[config.mk]
export PLATFORM = sky130hd
export DESIGN_NAME = spatz_vcfg_unit
export DESIGN_NICKNAME = d
export VERILOG_FILES = /design/src/rtl/spatz_vcfg_unit_pkg.sv /design/src/rtl/spatz_vcfg_unit_vl_calc.sv /design/src/rtl/spatz_vcfg_unit.sv
export SDC_FILE = /design/constraint.sdc
export NUM_CORES = 1
export LEC_CHECK = 0
export BUFFER_PORTS_ARGS = -buffer_cell sky130_fd_sc_hd__clkbuf_2
export CAP_MARGIN = 20
export CORE_MARGIN = 2
export CORE_UTILIZATION = 50
export CTS_CLUSTER_SIZE = 16
export DETAILED_ROUTE_END_ITERATION = 10
export PLACE_DENSITY = 0.76
export REMOVE_ABC_BUFFERS = 1
export SLEW_MARGIN = 20
export SYNTH_ARGS = -nofsm -noshare
export SYNTH_HDL_FRONTEND = slang
export SYNTH_SLANG_ARGS = --single-unit
[constraint.sdc]
create_clock -name clk_i -period 3.5 [get_ports clk_i]
set_clock_uncertainty 0.05 [all_clocks]
set_input_delay 0.525 -clock clk_i [delete_from_list [all_inputs] [get_ports clk_i]]
set_output_delay 0.525 -clock clk_i [all_outputs]
set_load 0.05 [all_outputs]
[src/rtl/spatz_vcfg_unit_pkg.sv]
// Types and helpers shared by the vector configuration unit.
package spatz_vcfg_unit_pkg;

    // Selected element width encoding; the upper half is reserved.
    typedef enum logic [2:0] {
        EW_8    = 3'b000,
        EW_16   = 3'b001,
        EW_32   = 3'b010,
        EW_64   = 3'b011,
        EW_RES4 = 3'b100,
        EW_RES5 = 3'b101,
        EW_RES6 = 3'b110,
        EW_RES7 = 3'b111
    } vew_e;

    // Register group multiplier encoding; 3'b100 is reserved.
    typedef enum logic [2:0] {
        LMUL_1   = 3'b000,
        LMUL_2   = 3'b001,
        LMUL_4   = 3'b010,
        LMUL_8   = 3'b011,
        LMUL_RES = 3'b100,
        LMUL_F8  = 3'b101,
        LMUL_F4  = 3'b110,
        LMUL_F2  = 3'b111
    } vlmul_e;

    typedef enum logic [1:0] {
        VSETVLI  = 2'd0,
        VSETIVLI = 2'd1,
        VSETVL   = 2'd2
    } vcfg_op_e;

    typedef struct packed {
        logic   vill;
        logic   vma;
        logic   vta;
        vew_e   vsew;
        vlmul_e vlmul;
    } vtype_t;

    localparam vtype_t VtypeIll = '{vill: 1'b1, vma: 1'b0, vta: 1'b0, vsew: EW_8, vlmul: LMUL_1};

    // VLMAX = (VLEN / SEW) * LMUL using shifts only.
    function automatic int unsigned vlmax(input int unsigned vlen, input vew_e vsew,
                                          input vlmul_e vlmul);
        logic [2:0]  sew_raw;
        logic [2:0]  lmul_raw;
        int unsigned elems;
        int unsigned res;
        sew_raw  = vsew;
        lmul_raw = vlmul;
        elems    = vlen >> (32'd3 + 32'(sew_raw));
        if (lmul_raw[2]) begin
            res = elems >> (32'd8 - 32'(lmul_raw));
        end else begin
            res = elems << lmul_raw[1:0];
        end
        return res;
    endfunction

endpackage

[src/rtl/spatz_vcfg_unit_vl_calc.sv]
// Combinational vtype legality check, VLMAX and new-vl selection.
module spatz_vl_calc
    import spatz_vcfg_unit_pkg::*;
#(
    parameter int unsigned VLEN    = 512,
    parameter int unsigned ELEN    = 32,
    parameter int unsigned VlWidth = $clog2(VLEN) + 1
) (
    input  vcfg_op_e             op,
    input  logic [VlWidth-1:0]   avl,
    input  vtype_t               vtype,
    input  logic                 rs1_x0,
    input  logic                 rd_x0,
    input  vtype_t               old_vtype,
    input  logic [VlWidth-1:0]   old_vl,
    output vtype_t               new_vtype_c,
    output logic [VlWidth-1:0]   new_vl_c
);

    localparam logic [3:0] MaxSew = 4'($clog2(ELEN / 8));

    logic [2:0]         sew_raw;
    logic [2:0]         lmul_raw;
    logic               frac;
    logic [3:0]         frac_shift;
    logic               ill;
    logic [VlWidth-1:0] vlmax_new;
    logic [VlWidth-1:0] vlmax_old;

    assign vlmax_new = VlWidth'(vlmax(VLEN, vtype.vsew, vtype.vlmul));
    assign vlmax_old = VlWidth'(vlmax(VLEN, old_vtype.vsew, old_vtype.vlmul));

    // Illegal if SEW exceeds ELEN, LMUL is reserved, or SEW > ELEN*LMUL for fractional LMUL.
    always_comb begin
        sew_raw    = vtype.vsew;
        lmul_raw   = vtype.vlmul;
        frac       = lmul_raw[2];
        frac_shift = frac ? (4'd8 - {1'b0, lmul_raw}) : 4'd0;
        ill        = ({1'b0, sew_raw} > MaxSew)
                  || (vtype.vlmul == LMUL_RES)
                  || (frac && (({1'b0, sew_raw} + frac_shift) > MaxSew));
    end

    // Equal VLMAX at fixed VLEN is equivalent to an unchanged SEW/LMUL ratio.
    always_comb begin
        new_vtype_c      = vtype;
        new_vtype_c.vill = 1'b0;
        new_vl_c         = '0;
        if (ill) begin
            new_vtype_c = VtypeIll;
        end else if ((op == VSETIVLI) || !rs1_x0) begin
            new_vl_c = (avl < vlmax_new) ? avl : vlmax_new;
        end else if (!rd_x0) begin
            new_vl_c = vlmax_new;
        end else if (old_vtype.vill || (vlmax_old != vlmax_new)) begin
            new_vtype_c = VtypeIll;
        end else begin
            new_vl_c = old_vl;
        end
    end

endmodule

[src/rtl/spatz_vcfg_unit.sv]
// Vector configuration unit: executes vset{i}vl{i} and owns vtype, vl and vstart.
module spatz_vcfg_unit
    import spatz_vcfg_unit_pkg::*;
#(
    parameter int unsigned VLEN    = 512,
    parameter int unsigned ELEN    = 32,
    parameter int unsigned VlWidth = $clog2(VLEN) + 1
) (
    input  logic               clk_i,
    input  logic               rst_ni,
    input  logic               req_valid_i,
    output logic               req_ready_o,
    input  vcfg_op_e           req_op_i,
    input  logic [VlWidth-1:0] req_avl_i,
    input  vtype_t             req_vtype_i,
    input  logic               req_rs1_x0_i,
    input  logic               req_rd_x0_i,
    input  logic               vec_busy_i,
    output logic               rsp_valid_o,
    input  logic               rsp_ready_i,
    output logic [VlWidth-1:0] rsp_vl_o,
    input  logic               vstart_we_i,
    input  logic [VlWidth-1:0] vstart_wdata_i,
    input  logic               vstart_clr_i,
    output vtype_t             vtype_o,
    output logic [VlWidth-1:0] vl_o,
    output logic [VlWidth-1:0] vstart_o
);

    typedef enum logic {
        IDLE = 1'b0,
        RSP  = 1'b1
    } state_e;

    localparam logic [VlWidth-1:0] VstartMax = VlWidth'(VLEN - 1);

    state_e             state_q;
    logic               out_of_reset_q;
    vtype_t             vtype_q;
    logic [VlWidth-1:0] vl_q;
    logic [VlWidth-1:0] vstart_q;
    logic [VlWidth-1:0] rsp_vl_q;
    logic               rsp_valid_q;

    vtype_t             new_vtype;
    logic [VlWidth-1:0] new_vl;
    logic [VlWidth-1:0] vstart_sat;
    logic               accept;

    // Accept only in IDLE once out of reset and with no vector op in flight.
    assign req_ready_o = out_of_reset_q && (state_q == IDLE) && !vec_busy_i;
    assign accept      = req_valid_i && req_ready_o;
    assign vstart_sat  = (vstart_wdata_i > VstartMax) ? VstartMax : vstart_wdata_i;

    spatz_vl_calc #(
        .VLEN    (VLEN),
        .ELEN    (ELEN),
        .VlWidth (VlWidth)
    ) i_vl_calc (
        .op          (req_op_i),
        .avl         (req_avl_i),
        .vtype       (req_vtype_i),
        .rs1_x0      (req_rs1_x0_i),
        .rd_x0       (req_rd_x0_i),
        .old_vtype   (vtype_q),
        .old_vl      (vl_q),
        .new_vtype_c (new_vtype),
        .new_vl_c    (new_vl)
    );

    // Request/response FSM together with the architectural state registers.
    always_ff @(posedge clk_i or negedge rst_ni) begin
        if (!rst_ni) begin
            state_q        <= IDLE;
            out_of_reset_q <= 1'b0;
            vtype_q        <= VtypeIll;
            vl_q           <= '0;
            vstart_q       <= '0;
            rsp_vl_q       <= '0;
            rsp_valid_q    <= 1'b0;
        end else begin
            out_of_reset_q <= 1'b1;
            case (state_q)
                IDLE: begin
                    if (accept) begin
                        vtype_q     <= new_vtype;
                        vl_q        <= new_vl;
                        rsp_vl_q    <= new_vl;
                        rsp_valid_q <= 1'b1;
                        state_q     <= RSP;
                    end
                end
                RSP: begin
                    if (rsp_ready_i) begin
                        rsp_valid_q <= 1'b0;
                        state_q     <= IDLE;
                    end
                end
                default: begin
                    rsp_valid_q <= 1'b0;
                    state_q     <= IDLE;
                end
            endcase
            if (accept) begin
                vstart_q <= '0;
            end else if (vstart_we_i) begin
                vstart_q <= vstart_sat;
            end else if (vstart_clr_i) begin
                vstart_q <= '0;
            end
        end
    end

    assign rsp_valid_o = rsp_valid_q;
    assign rsp_vl_o    = rsp_vl_q;
    assign vtype_o     = vtype_q;
    assign vl_o        = vl_q;
    assign vstart_o    = vstart_q;

endmodule

==> results.yml <==
status:
  status: "complete, no violations"
critical_path:
  path_cells: "clkbuf_2 -> inv_1 -> ha_2 -> ha_4 -> nor4bb_4 -> nor3_2 -> o41ai_2 -> inv_1 -> ha_4 -> o21a_1 -> o2111ai_1 -> nand3_1 -> a31oi_2 -> buf_4 -> nor3_1 -> a21oi_1 -> o21ai_2"
  critPathLaunch: "req_vtype_i[0]"
  crit_path_start_kind: "primary input"
  crit_path_max_fanout: 5
  slowest_stage: "o41ai_2"
  critPathKind: "primary input to flop"
  slowest_delay_ns: 0.42
  required_ns: 3.62
  r2r_start: "vtype_o[1]"
  worst-endpoint-arrival_ns: 3.43
  cp-end-kind: "flop"
synthesis:
  synth.distinct_cells: 76
  synthArstFlopShare: 1.00
  synth_ff_type: "dfrtp_1"
  netlist_area_um2: 3070
  ys.warnings.count: 0
  synthCells: 357
  synth-edff-count: 0
  avgSynthCellArea_um2: 8.59
  synth_seq_area_share: 0.261
  synth-seq-cells: 32
timing:
  rsz0062_at_grt: "false"
  tightestPinTransition_ns: 0.810
  setup-violations-final: 0
  min_period_ns: 3.31
  post-route-period-util: 0.945
  setup_tns_ns: 0
  hold-worst-slack_ns: 0.269
  max-slew-margin-rel: 0.460
  finalHoldViolations: 0
  clock.fmax_mhz: 302
  maxSlewViolCount: 0
clock_network:
  cts_sinks: 32
  htreeDepth: 2
  root_buffer: "clkbuf_8"
  path_clk_slew_ns: 0.07
  clkLatencyLatePin_ns: 0.28
  ctsHoldBuffers: 0
  cts_tree: "done"
  cts_buffers: 5
  cts_buffer_depth: 2
global_route:
  grt_max_degree: 33
  overflow: 0
  grt_pass1_wl_mm: 13.2
  track_usage: 0.249
  grt_pass1_vias: 2871
  antenna_found_initial: 0
die:
  die_area_um2: 6780
  initial_core_util: 0.518
  die_w_um: 82.3
  ios: 81
  core-area_um2: 5920
  rows: 28
  die_y_um: 82.3
placed_design:
  dp_cells: 514
  dp_hpwl_mm: 6.31
  dpl_cell_area_um2: 3620
  numPortBuffers: 79
  place_congestion: 0.868
cells_and_area:
  final_util: 0.640
  syn2layout_area_growth_pct: 23.5
  fin_area_um2: 3790
  final_cells: 522
  fillers: 499
  num_antenna_cells: 0
  seqCellArea_um2: 802
  drive_gt1_frac: 0.374
  nNetsFinal: 503
  multi_input_area_um2: 2030
power:
  p_int_mw: 0.814
  p_per_area_nw_per_um2: 361
  peakVddDrop_v: 0.000236
  seq_power_share: 0.322
  power.switching_mw: 0.552
  p_leak_nw: 1.68
  combPwrFrac: 0.419
  pwr-share-clk: 0.259
  swShare: 0.404
routing:
  vias: 3068
  antenna_left: 0
  first_pass_iters: 4
  drc: 0
  drt_iter0_drc: 183
  drt_wl_total_mm: 8.33
  vias_per_cell: 5.88
  post_drt_wl_per_cell_um: 16.0
min_path:
  hold_path.class: "primary input to asynchronous set/reset pin"
job:
  maxCapViolations: 0
[flip-flops by register name (all words and copies together) (netlist names)]
register / count
state_q: 1
rsp_vl_o: 10
rsp_valid_o: 1
out_of_reset_q: 1
vtype_o: 9
vstart_o: 10
[Yosys cell counts, types with 5 or more instances]
cell type	count	area (um^2)
dfrtp_1	31	776
inv_1	25	93.8
or3b_2	10	87.6
nand2_1	17	63.8
a22oi_1	6	45.0
nor2_1	26	97.6
nand2b_1	6	37.5
a22o_1	8	70.1
buf_4	14	105
xor2_1	9	78.8
nand4_1	5	31.3
ha_1	16	200
a21oi_1	23	115
o21ai_1	9	45.0
nor3_1	11	55.1
xnor2_1	6	52.6
buf_2	10	50.1
clkbuf_1	6	22.5
o21ai_0	19	95.1
[layer usage]
layer / part of all wire / global-route usage
met5: 0 / 0
met4: 0.017 / 0.0683
met3: 0.055 / 0.0511
met2: 0.49 / 0.412
met1: 0.44 / 0.327
[repair_timing]
action | CTS | global route
buffers inserted | 0 | 0
gates resized for setup | 0 | 9
setup endpoints to repair | 0 | 9
hold endpoints to repair | 0 | 0
[metrics by stage]
stage	setup slack [ns]	total power [mW]
finish	0.191	1.37
detailed placement	-0.148	1.01
global placement	-0.0469	0.991
floorplan	-0.0781	0.815
CTS	0.118	1.36
global route	0.0419	1.43
[final timing paths]
check / endpoint / slack, ns / depth (start not counted)
setup / recovery: rsp_vl_o[7] / 0.19 / 17
hold / removal: vstart_o[2] / 0.27 / 1
setup reg to reg: rsp_vl_o[3] / 0.53 / 10
hold reg to reg: rsp_valid_o / 0.42 / 1
max in group asynchronous: rsp_vl_o[3] / 2.62 / 1
min in group clk_i: rsp_valid_o / 0.37 / 2
[cell type report]
cell class,instances,share of cell area
Multi-Input combinational cell,267,0.536
Sequential cell,32,0.212
Inverter,26,0.0258
Timing Repair Buffer,114,0.174
Clock buffer,6,0.0192
Tap cell,75,0.0248
Clock inverter,2,0.00925
[cell families after synthesis]
| group | after synthesis | synth area share |
|---|---|---|
| other | 1 | 0.00122 |
| flip-flops | 32 | 0.261 |
| buffers and inverters | 58 | 0.0971 |
| multiplexers | 1 | 0.00326 |
| AO/OA/AOI/OAI | 115 | 0.279 |
| adder cells (fa/ha/maj) | 17 | 0.0718 |
| AND/OR/NAND/NOR | 117 | 0.238 |
| XOR/XNOR | 16 | 0.0481 |
[placed cells by master, fill, tap and decap left out, types with 3 or more instances in the layout]
cell / netlist / routed
xor2_1: 9 / 9
o21ai_2: 4 / 4
inv_1: 25 / 25
o211ai_1: 3 / 3
a211oi_1: 3 / 3
nor3_2: 1 / 3
o21a_1: 3 / 3
dfrtp_1: 31 / 31
nand2_1: 17 / 17
o21ai_1: 9 / 9
nand4_1: 5 / 5
buf_4: 14 / 35
and2_1: 4 / 4
clkbuf_2: 0 / 79
or3b_2: 10 / 10
nand2b_1: 6 / 6
nand3_1: 4 / 4
a32oi_1: 3 / 3
a22o_1: 8 / 8
ha_1: 16 / 13
o22ai_1: 3 / 3
nor3_1: 11 / 9
o21ai_0: 19 / 19
a21oi_1: 23 / 23
xnor2_1: 6 / 6
a31oi_1: 4 / 4
nor2_1: 26 / 25
nor4_1: 4 / 3
clkbuf_8: 0 / 5
a22oi_1: 6 / 6
[worst max-delay path: cells and delay by family]
family / cells / cell delay, ns
simple gates: 4 / 0.48
compound gates: 6 / 1.25
fa+ha+maj: 3 / 0.72
buf+inv: 4 / 0.47
[power by group through the flow]
stage | clock network, mW | registers (mW) | logic (mW)
floorplan | 0 | 0.583 | 0.232
global placement | 0 | 0.444 | 0.547
detailed placement | 0 | 0.446 | 0.560
CTS | 0.354 | 0.439 | 0.563
global route | 0.369 | 0.444 | 0.617
finish | 0.354 | 0.439 | 0.573
Note: power is estimated with default switching activity, not from simulation.
